$ cat config.mk
export PLATFORM = sky130hd
export DESIGN_NAME = fp_rsqrte_nr_flat
export DESIGN_NICKNAME = d
export VERILOG_FILES = /design/src/rtl/fp_rsqrte_nr_if.sv /design/src/rtl/fp_rsqrte_nr.sv /design/src/flat_wrapper.sv
export SDC_FILE = /design/constraint.sdc
export NUM_CORES = 2
export LEC_CHECK = 0
export CAP_MARGIN = 10
export CORE_MARGIN = 5
export CORE_UTILIZATION = 60
export DETAILED_ROUTE_END_ITERATION = 7
export PLACE_DENSITY = 0.88
export SYNTH_ARGS = -nofsm -noshare
export SYNTH_HDL_FRONTEND = slang
export SYNTH_SLANG_ARGS = --single-unit
$ cat constraint.sdc
create_clock -name clk -period 35 [get_ports clk]
set_clock_uncertainty 0.2 [all_clocks]
set_input_delay 7 -clock clk [delete_from_list [all_inputs] [get_ports clk]]
set_output_delay 7 -clock clk [all_outputs]
set_load 0.02 [all_outputs]
$ cat src/rtl/fp_rsqrte_nr_if.sv
// Operand/result handshake bundle for the reciprocal-square-root unit.
// Flag signals exist only when FRSQRTE_FLAGS_EN is defined.
interface fp_rsqrte_nr_if;
   logic        in_valid;
   logic        in_ready;
   logic [31:0] a;
   logic        out_valid;
   logic        out_ready;
   logic [31:0] o;
`ifdef FRSQRTE_FLAGS_EN
   logic        inv_flag;
   logic        dz_flag;
`endif

   modport slave (
      input  in_valid, a, out_ready,
`ifdef FRSQRTE_FLAGS_EN
      output inv_flag, dz_flag,
`endif
      output in_ready, out_valid, o
   );

   modport master (
      output in_valid, a, out_ready,
`ifdef FRSQRTE_FLAGS_EN
      input  inv_flag, dz_flag,
`endif
      input  in_ready, out_valid, o
   );
endinterface

$ cat src/rtl/fp_rsqrte_nr.sv
// Binary32 1/sqrt(a): magic-constant seed refined by NR_ITER Newton-Raphson steps on one
// shared adder and two shared truncating multipliers. Optional flags: FRSQRTE_FLAGS_EN.
module fp_rsqrte_nr #(
   parameter int NR_ITER = 1,
   parameter int MUL_LAT = 4,
   parameter int ADD_LAT = 4
) (
   input  logic             clk,
   input  logic             rst_n,
   input  logic             ce,
   fp_rsqrte_nr_if.slave    bus
);

   typedef enum logic [2:0] {IDLE, MULP5, MULYY, MULX2YY, SUB, MULY, DONE} state_t;

   localparam logic [31:0] MAGIC     = 32'h5F3759DF;
   localparam logic [31:0] HALF      = 32'h3F000000;
   localparam logic [31:0] THREEHALF = 32'h3FC00000;

   // Truncating multiply; denormal operands/results flush to zero.
   function automatic logic [31:0] fmul(input logic [31:0] x, input logic [31:0] y);
      logic               sgn;
      logic [47:0]        prod;
      logic [22:0]        frac;
      logic signed [10:0] e;
      sgn = x[31] ^ y[31];
      if (x[30:23] == 8'd0 || y[30:23] == 8'd0) return {sgn, 31'd0};
      prod = 48'({1'b1, x[22:0]}) * 48'({1'b1, y[22:0]});
      e = $signed({3'b000, x[30:23]}) + $signed({3'b000, y[30:23]}) - 11'sd127;
      if (prod[47]) begin
         frac = prod[46:24];
         e    = e + 11'sd1;
      end else begin
         frac = prod[45:23];
      end
      if (e <= 11'sd0)   return {sgn, 31'd0};
      if (e >= 11'sd255) return {sgn, 8'hFF, 23'd0};
      return {sgn, e[7:0], frac};
   endfunction

   // Truncating add; aligned operand keeps 26 extra bits plus a sticky LSB so the
   // chopped result equals the exact sum truncated toward zero.
   function automatic logic [31:0] fadd(input logic [31:0] x, input logic [31:0] y);
      logic [31:0]       big, sml;
      logic [7:0]        d;
      logic [49:0]       mb, ms, mfull;
      logic [50:0]       sum, nrm;
      logic [22:0]       frac;
      logic signed [9:0] e;
      int                lead;
      if (y[30:23] == 8'd0) return (x[30:23] == 8'd0) ? 32'd0 : x;
      if (x[30:23] == 8'd0) return y;
      if (x[30:0] >= y[30:0]) begin
         big = x;
         sml = y;
      end else begin
         big = y;
         sml = x;
      end
      d     = big[30:23] - sml[30:23];
      mb    = {1'b1, big[22:0], 26'd0};
      mfull = {1'b1, sml[22:0], 26'd0};
      if (d >= 8'd50) begin
         ms = 50'd1;
      end else begin
         ms = mfull >> d;
         if ((ms << d) != mfull) ms[0] = 1'b1;
      end
      if (big[31] == sml[31]) sum = {1'b0, mb} + {1'b0, ms};
      else                    sum = {1'b0, mb} - {1'b0, ms};
      if (sum == 51'd0) return 32'd0;
      e = $signed({2'b00, big[30:23]});
      if (sum[50]) begin
         frac = sum[49:27];
         e    = e + 10'sd1;
      end else begin
         lead = 0;
         for (int i = 0; i < 50; i++) if (sum[i]) lead = i;
         nrm  = sum << (49 - lead);
         frac = nrm[48:26];
         e    = e - 10'(49 - lead);
      end
      if (e <= 10'sd0)   return 32'd0;
      if (e >= 10'sd255) return {big[31], 8'hFF, 23'd0};
      return {big[31], e[7:0], frac};
   endfunction

   state_t      state, state_n;
   logic [7:0]  cnt, cnt_n;
   logic [2:0]  iter, iter_n;
   logic [31:0] o_r;
   logic [31:0] a_r, y, x2, yy, p, t;
   logic [31:0] m0a, m0b, m0, m1, add_r;
   logic [31:0] seed, spec_res;
   logic        accept, last, special;
   logic        a_zero, a_expmax, a_nan;

   assign bus.in_ready  = (state == IDLE) | ((state == DONE) & bus.out_ready);
   assign bus.out_valid = (state == DONE);
   assign bus.o         = o_r;
   assign accept        = bus.in_valid & bus.in_ready & ce;
   assign last          = (cnt == 8'd1);

   assign a_zero   = (bus.a[30:23] == 8'd0);
   assign a_expmax = (bus.a[30:23] == 8'hFF);
   assign a_nan    = a_expmax & (|bus.a[22:0]);
   assign special  = a_zero | a_expmax | bus.a[31];
   assign seed     = MAGIC - {1'b0, bus.a[31:1]};

   always_comb begin
      spec_res = 32'd0;
      if (a_zero)         spec_res = 32'h7F800000;
      else if (a_nan)     spec_res = bus.a | 32'h00400000;
      else if (bus.a[31]) spec_res = 32'h7FC00000;
   end

   always_comb begin
      m0a = y;
      m0b = t;
      case (state)
         MULP5: begin
            m0a = a_r;
            m0b = HALF;
         end
         MULX2YY: begin
            m0a = x2;
            m0b = yy;
         end
         default: ;
      endcase
   end

   assign m0    = fmul(m0a, m0b);
   assign m1    = fmul(y, y);
   assign add_r = fadd(THREEHALF, {~p[31], p[30:0]});

   always_comb begin
      state_n = state;
      cnt_n   = cnt;
      iter_n  = iter;
      if (ce) begin
         case (state)
            IDLE, DONE: begin
               if (accept) begin
                  if (special || NR_ITER == 0) begin
                     state_n = DONE;
                  end else begin
                     state_n = MULP5;
                     cnt_n   = 8'(MUL_LAT);
                     iter_n  = 3'(NR_ITER);
                  end
               end else if (state == DONE && bus.out_ready) begin
                  state_n = IDLE;
               end
            end
            MULP5, MULYY: begin
               if (last) begin
                  state_n = MULX2YY;
                  cnt_n   = 8'(MUL_LAT);
               end else cnt_n = cnt - 8'd1;
            end
            MULX2YY: begin
               if (last) begin
                  state_n = SUB;
                  cnt_n   = 8'(ADD_LAT);
               end else cnt_n = cnt - 8'd1;
            end
            SUB: begin
               if (last) begin
                  state_n = MULY;
                  cnt_n   = 8'(MUL_LAT);
               end else cnt_n = cnt - 8'd1;
            end
            MULY: begin
               if (last) begin
                  iter_n = iter - 3'd1;
                  if (iter == 3'd1) begin
                     state_n = DONE;
                     cnt_n   = 8'd0;
                  end else begin
                     state_n = MULYY;
                     cnt_n   = 8'(MUL_LAT);
                  end
               end else cnt_n = cnt - 8'd1;
            end
            default: state_n = IDLE;
         endcase
      end
   end

   always_ff @(posedge clk or negedge rst_n) begin
      if (!rst_n) begin
         state <= IDLE;
         cnt   <= 8'd0;
         iter  <= 3'd0;
         o_r   <= 32'd0;
      end else begin
         state <= state_n;
         cnt   <= cnt_n;
         iter  <= iter_n;
         if (accept) begin
            if (special)           o_r <= spec_res;
            else if (NR_ITER == 0) o_r <= seed;
         end else if (ce && state == MULY && last && iter == 3'd1) begin
            o_r <= m0;
         end
      end
   end

   // Working registers carry no reset; they are always reloaded on accept.
   always_ff @(posedge clk) begin
      if (ce) begin
         if (accept) begin
            a_r <= bus.a;
            y   <= seed;
         end
         if (last) begin
            case (state)
               MULP5: begin
                  x2 <= m0;
                  yy <= m1;
               end
               MULYY:   yy <= m1;
               MULX2YY: p  <= m0;
               SUB:     t  <= add_r;
               MULY:    y  <= m0;
               default: ;
            endcase
         end
      end
   end

`ifdef FRSQRTE_FLAGS_EN
   logic inv_r, dz_r;

   always_ff @(posedge clk or negedge rst_n) begin
      if (!rst_n) begin
         inv_r <= 1'b0;
         dz_r  <= 1'b0;
      end else if (accept) begin
         inv_r <= (bus.a[31] & ~a_zero & ~a_nan) | (a_nan & ~bus.a[22]);
         dz_r  <= a_zero;
      end
   end

   assign bus.inv_flag = inv_r;
   assign bus.dz_flag  = dz_r;
`endif

endmodule

$ cat src/flat_wrapper.sv
// flat-port wrapper written by rule: the top's interface ports become plain ports
module fp_rsqrte_nr_flat 
#(
   parameter int NR_ITER = 1,
   parameter int MUL_LAT = 4,
   parameter int ADD_LAT = 4
)
  (clk, rst_n, ce, bus_in_valid, bus_a, bus_out_ready, bus_in_ready, bus_out_valid, bus_o);
  fp_rsqrte_nr_if bus_i ();
  input  logic clk;
  input  logic rst_n;
  input  logic ce;
  input wire logic [$bits(bus_i.in_valid)-1:0] bus_in_valid;
  input wire logic [$bits(bus_i.a)-1:0] bus_a;
  input wire logic [$bits(bus_i.out_ready)-1:0] bus_out_ready;
  output wire logic [$bits(bus_i.in_ready)-1:0] bus_in_ready;
  output wire logic [$bits(bus_i.out_valid)-1:0] bus_out_valid;
  output wire logic [$bits(bus_i.o)-1:0] bus_o;
  assign bus_i.in_valid = bus_in_valid;
  assign bus_i.a = bus_a;
  assign bus_i.out_ready = bus_out_ready;
  assign bus_in_ready = bus_i.in_ready;
  assign bus_out_valid = bus_i.out_valid;
  assign bus_o = bus_i.o;
  fp_rsqrte_nr #(.NR_ITER(NR_ITER), .MUL_LAT(MUL_LAT), .ADD_LAT(ADD_LAT)) u_core (.clk(clk), .rst_n(rst_n), .ce(ce), .bus(bus_i));
endmodule
## Word level (Yosys, flattened, before mapping)

Index checks and enable logic that the tools add are counted.

| operators by class | value |
|---|---|
| divide/modulo/power cells | 0 |
| add/subtract/negate cells | 15 |
| $mul | 2 |
| order comparisons | 8 |
| reductions and logical operators | 28 |
| bitwise logic cells | 9 |
| shifts and indexed selects | 3 |
| eq/ne operators | 19 |
| muxes and demuxes | 143 |

Operator list:

| cell | number |
|---|---|
| 32-bit two-way mux | 35 |
| 32-bit case mux with 2 select lines | 2 |
| 6-bit two-way mux | 18 |
| 51-bit two-way mux | 2 |
| 50-bit two-way mux | 2 |
| 24-bit by 24-bit multiplier with 48-bit output | 2 |
| 5-bit two-way mux | 16 |
| 23-bit two-way mux | 3 |
| 50-bit by 50-bit adder with 51-bit output | 1 |
| 51-bit logical NOT | 1 |
| 51-bit by 32-bit left shift with 49-bit output | 1 |
| 50-bit by 50-bit subtractor with 51-bit output | 1 |
| 50-bit inequality test | 1 |
| 50-bit by 8-bit left shift with 50-bit output | 1 |
| 50-bit by 8-bit right shift with 50-bit output | 1 |
| 3-bit two-way mux | 16 |
| 11-bit two-way mux | 4 |
| 8-bit logical NOT | 5 |
| 4-bit two-way mux | 8 |
| 8-bit two-way mux | 4 |
| 31-bit by 31-bit subtractor with 32-bit output (first input constant) | 1 |
| 7-bit by 32-bit subtractor with 32-bit output (first input constant) | 1 |
| 30-bit by 31-bit greater-or-equal comparator with 1-bit output (first input constant) | 1 |
| 31-bit two-way mux | 1 |
| 45 further kinds | 99 |

| storage, ports and cells | value |
|---|---|
| bits in registers | 238 |
| bits in read-only memories | 0 |
| logic and storage cells | 237 |
| bits in latches | 0 |
| memories | 0 |
| bits in writable memories | 0 |

## Longest topological paths before layout

| depth | value |
|---|---|
| word-level depth | 81 |
| mapped depth | 64 |
| depth with buffers taken out | 54 |

## Worst setup path after synthesis

Ideal clock, no wire load.

| timing | value |
|---|---|
| kind | input to output |
| start | input bus_out_ready |
| end | output bus_in_ready |
| setup slack | 20.321 ns |
| arrival | 7.479 ns |
| path buffers | 0 |
| required time | 27.800 ns |
| stages on the path | 2 |
| cells stage by stage | nand3_1 a21oi_1 |

| on the way | value |
|---|---|
| longest elaborated chain between the ends | 2 |

Ends and longest elaborated chain:

| what | line | text |
|---|---|---|
| from (decl) | flat_wrapper.sv:15 | `input wire logic [$bits(bus_i.out_ready)-1:0] bus_out_ready;` |
| 1-bit bitwise AND | fp_rsqrte_nr.sv:98 | `assign bus.in_ready = (state == IDLE) \| ((state == DONE) & bus.out_ready);` |
| 1-bit OR | fp_rsqrte_nr.sv:98 |  |
| to (decl) | flat_wrapper.sv:16 | `output wire logic [$bits(bus_i.in_ready)-1:0] bus_in_ready;` |

Every way passes these cells.

## Final worst setup path

| timing | value |
|---|---|
| start | register u_core.p[23] |
| end | register u_core.t[3] (data pin) |

| on the way | value |
|---|---|
| longest elaborated chain between the ends | 79 |

Ends and longest elaborated chain:

| what | line | text |
|---|---|---|
| from (decl) | fp_rsqrte_nr.sv:92 | `logic [31:0] a_r, y, x2, yy, p, t;` |
| from (signal assigned) | fp_rsqrte_nr.sv:224 | `MULX2YY: p <= m0;` |
| 30-bit by 31-bit greater-or-equal comparator with 1-bit output | fp_rsqrte_nr.sv:53 | `if (x[30:0] >= y[30:0]) begin` |
| 32-bit two-way mux | fp_rsqrte_nr.sv:53 |  |
| 32-bit two-way mux | fp_rsqrte_nr.sv:52 | `if (x[30:23] == 8'd0) return y;` |
| 8-bit subtractor | fp_rsqrte_nr.sv:60 | `d = big[30:23] - sml[30:23];` |
| 50-bit by 8-bit right shift with 50-bit output | fp_rsqrte_nr.sv:66 | `ms = mfull >> d;` |
| 50-bit by 8-bit left shift with 50-bit output | fp_rsqrte_nr.sv:67 | `if ((ms << d) != mfull) ms[0] = 1'b1;` |
| 50-bit inequality test | fp_rsqrte_nr.sv:67 |  |
| 1-bit two-way mux | fp_rsqrte_nr.sv:67 |  |
| (+62 left out) | n/a |  |
| 10-bit by 9-bit greater-or-equal comparator with 1-bit output | fp_rsqrte_nr.sv:84 | `if (e >= 10'sd255) return {big[31], 8'hFF, 23'd0};` |
| 1-bit two-way mux (2 in a row) | fp_rsqrte_nr.sv:84 |  |
| 1-bit two-way mux | fp_rsqrte_nr.sv:72 | `e = $signed({2'b00, big[30:23]});` |
| 1-bit two-way mux | fp_rsqrte_nr.sv:52 |  |
| 32-bit two-way mux | fp_rsqrte_nr.sv:85 | `return {big[31], e[7:0], frac};` |
| 32-bit two-way mux | fp_rsqrte_nr.sv:84 |  |
| 32-bit two-way mux | fp_rsqrte_nr.sv:72 |  |
| 32-bit two-way mux * | fp_rsqrte_nr.sv:52 |  |
| to (signal assigned) | fp_rsqrte_nr.sv:225 | `SUB: t <= add_r;` |
| to (decl) | fp_rsqrte_nr.sv:92 |  |

Every way passes the cells marked *; elsewhere a longest branch is shown, timed or not. The select of a mux whose other input is x is not followed.
A chain may end at the register's enable or synchronous reset.

==> run summary <==
Result of the run: finished, violations left
Violated checks: DRC
Endpoint, Worst Hold: u_core.cnt[7]
Main area contributors after synthesis: fa_1 (30%), edfxtp_1 (9.5%), ha_1 (8.9%)
Post-cts repair resize count: 0
Die width: 327 um
Most instantiated library cell after synthesis: inv_1
Clock latency on the worst-skew pair: 620 ps
Drc violations: 10
Worst-case headroom to the max-slew limit: 0.0947
Final setup violation count: 0
Most area-hungry cell type in the Yosys netlist: fa_1
Capturing element type of the critical path: flip-flop
H-Tree Level Count: 1
CTS sink cnt: 237
First-pass GRT wire length: 373,000 um
Start-to-end type of the worst setup path: reg2reg
Max-slew violation count: 0
Final hold violations: 0
Slowest cell on crit path: o22ai_1
Fraction of final layout cells with drive strength greater than 1: 0.0610
Clock tree from TritonCTS: done
Amount of wire on met3 after detailed routing: 36,800 um
Remaining number of nets flagged by the antenna check after routing: 0
Gate count after technology mapping: 7,130
Highest metal layer with signal wires: met5
Min-delay worst type: reg2reg
Count of maximum capacitance violations: 0
Number of DRC violations after detailed-routing iteration 0: 8,111
Number of core rows: 116
Final wirelength: 252,000 um
Number of setup buffers added after CTS: 0
Fraction of the yosys area taken by sequential cells: 0.114
Area of the die: 0.107 mm2
Maximum number of pins on one net before global-route repair: 109
Net count after synthesis: 8,504
Number of global-route vias before repair: 59,279
Fin crit period: 16,980 ps
Routed wire length on met2: 105,000 um
Portion of the clock cycle consumed by the worst path in the final layout: 0.485
Boundary Pins: 71
Origin of the worst setup path: u_core.p[23]
Fin util: 0.636
Global-route usage over all layers: 0.464
Buffers and inverters on the worst path: 10
Multi-input gate area in the final layout: 0.0477 mm2
Via-to-Cell Ratio: 6.95
Count of cells along the worst register-to-register path: 53
Maximum operating frequency: 58.9 MHz
Final nets: 8,401
Actual transition at the worst max-transition pin: 1360 ps
Starting density of the core: 0.604
Depth of the worst hold-timing path: 1
Maximum net fanout on the critical path: 108
Number of buffers inserted during clock tree synthesis: 28
CP most frequent cell: buf_4
Total core area: 0.0999 mm2
Placed wire-length estimate: 196,000 um
Input/output buffers: 70
Seq. cell area: 0.00689 mm2
Worst Min Path Start: u_core.cnt[7]
Number of antenna violations at the first check in global routing: 16
Setup repair after global routing missed its margin: false
Reg-to-reg critical path startpoint: u_core.p[23]
Commonest cells in the netlist: inv_1 (1,123), fa_1 (907), nand2_1 (831), nor2_1 (600), ha_1 (430)
Routability-driven placement congestion ratio: 1.10
Root buffer selected by CTS: clkbuf_16
Element type at the critical path start: flip-flop
Post-cts hold buffer count: 0
Routed metal-1 wirelength: 87,900 um
Netlist area before placement: 0.0603 mm2
Delay-heaviest family, CP: compound AO/OA/AOI/OAI gates
Area growth syn-to-layout: 5.36%
Maximum count of clock buffers along a single path: 3
R2R Setup Slk: 18,020 ps
CP peak stage delay: 1000 ps
Final-layout setup total negative slack: 0 ps
Flip-flop cell with the highest count after synthesis: edfxtp_1
Worst-path clk slew: 60 ps
Arr. time, crit path: 17,130 ps
Total via count in the routed design: 58,093
Top-area cell type share of the netlist area: 0.301
Share of synthesized flip-flops with an asynchronous set or reset: 0.194
Number of warnings reported in the yosys synthesis log: 0
Capture instance of the worst register-to-register path: u_core.t[3]
WHS: 299 ps
Average wire per cell in the routed design: 30.2 um
Number of distinct library cell variants in the gate-level netlist after synthesis: 122
Filler cells: 7,837
Post-synthesis area per instance: 8.45 um2
Post-synth EDFFs: 191
Die height: 327 um
Flop and latch count out of synthesis: 237
Required @ worst endpoint: 35,150 ps
First-pass iteration count of the detailed router: 8
GRT Residual Overflow: 0
[area by class of cell]
class | instances | area share
sequential | 237 | 0.108
clock buffer | 34 | 0.0117
timing repair buffer | 241 | 0.0313
tap | 1298 | 0.0256
antenna | 11 | 0.000434
clock inverter | 18 | 0.00378
multi-input combinational | 5374 | 0.751
inverter | 1145 | 0.0677
[worst max path at each step]
| stage | slack, ps | cells after the start | endpoint |
|---|---|---|---|
| 6_report | 18020 | 53 | u_core.t[3] |
| 5_1_grt | 17390 | 53 | u_core.t[3] |
| 4_1_cts | 18660 | 53 | u_core.t[3] |
| 3_5_place_dp | 18740 | 53 | u_core.t[3] |
| 3_3_place_gp | 18840 | 53 | u_core.t[3] |
| 2_1_floorplan | 20320 | 2 | bus_in_ready |
[layout by cell type, fill, tap and decap left out, types with 55 or more instances in the layout]
cell and count:
a211oi_1 66, a21o_1 80, a21oi_1 272, a31oi_1 61, and2_1 169, buf_4 170
clkdlybuf4s50_1 68, edfxtp_1 191, fa_1 907, ha_1 430, inv_1 1122, mux2_2 55
mux2i_1 132, nand2_1 831, nand3_1 137, nor2_1 594, nor3_1 142, o211ai_1 91
o21ai_0 237, xnor2_1 101, xor2_1 61
[metal layers]
layer | track usage | vias to the layer above
li1 | - | 23705
met1 | 0.582 | 28156
met4 | 0.298 | 16
met5 | 0 | -
met3 | 0.164 | 1356
met2 | 0.683 | 4860
[registers in the layout, summed over array words and instances, names as in the netlist]
signal        cells
u_core.a_r       32
u_core.bus.o     32
u_core.p         32
u_core.t         32
u_core.x2        32
u_core.y         32
u_core.yy        31
u_core.cnt        8
u_core.iter       3
u_core.state      3
[through the flow]
stage | area [um2] | instances | worst slack [ps]
finish | 63500 | 8358 | 18020
global placement | 62500 | 8295 | 18840
CTS | 63500 | 8347 | 18660
floorplan | 60300 | 7130 | 20320
detailed placement | 62500 | 8295 | 18740
global route | 63500 | 8347 | 17390
[cell families (layout without fill, tap and decap cells)]
kind of cell    after synthesis  in the layout  share of synthesized area
compound gates             1378           1378                      0.157
other cells                   1             12                  0.0000622
buf+inv                    1519           1438                     0.0970
fa+ha+maj                  1337           1337                      0.391
flops                       237            237                      0.114
mux                         211            211                     0.0405
simple gates               2276           2276                      0.175
xor+xnor                    171            171                     0.0251
Power is not shown: default switching activity piles up to over one toggle a cycle in this logic, so the estimate is an artifact.
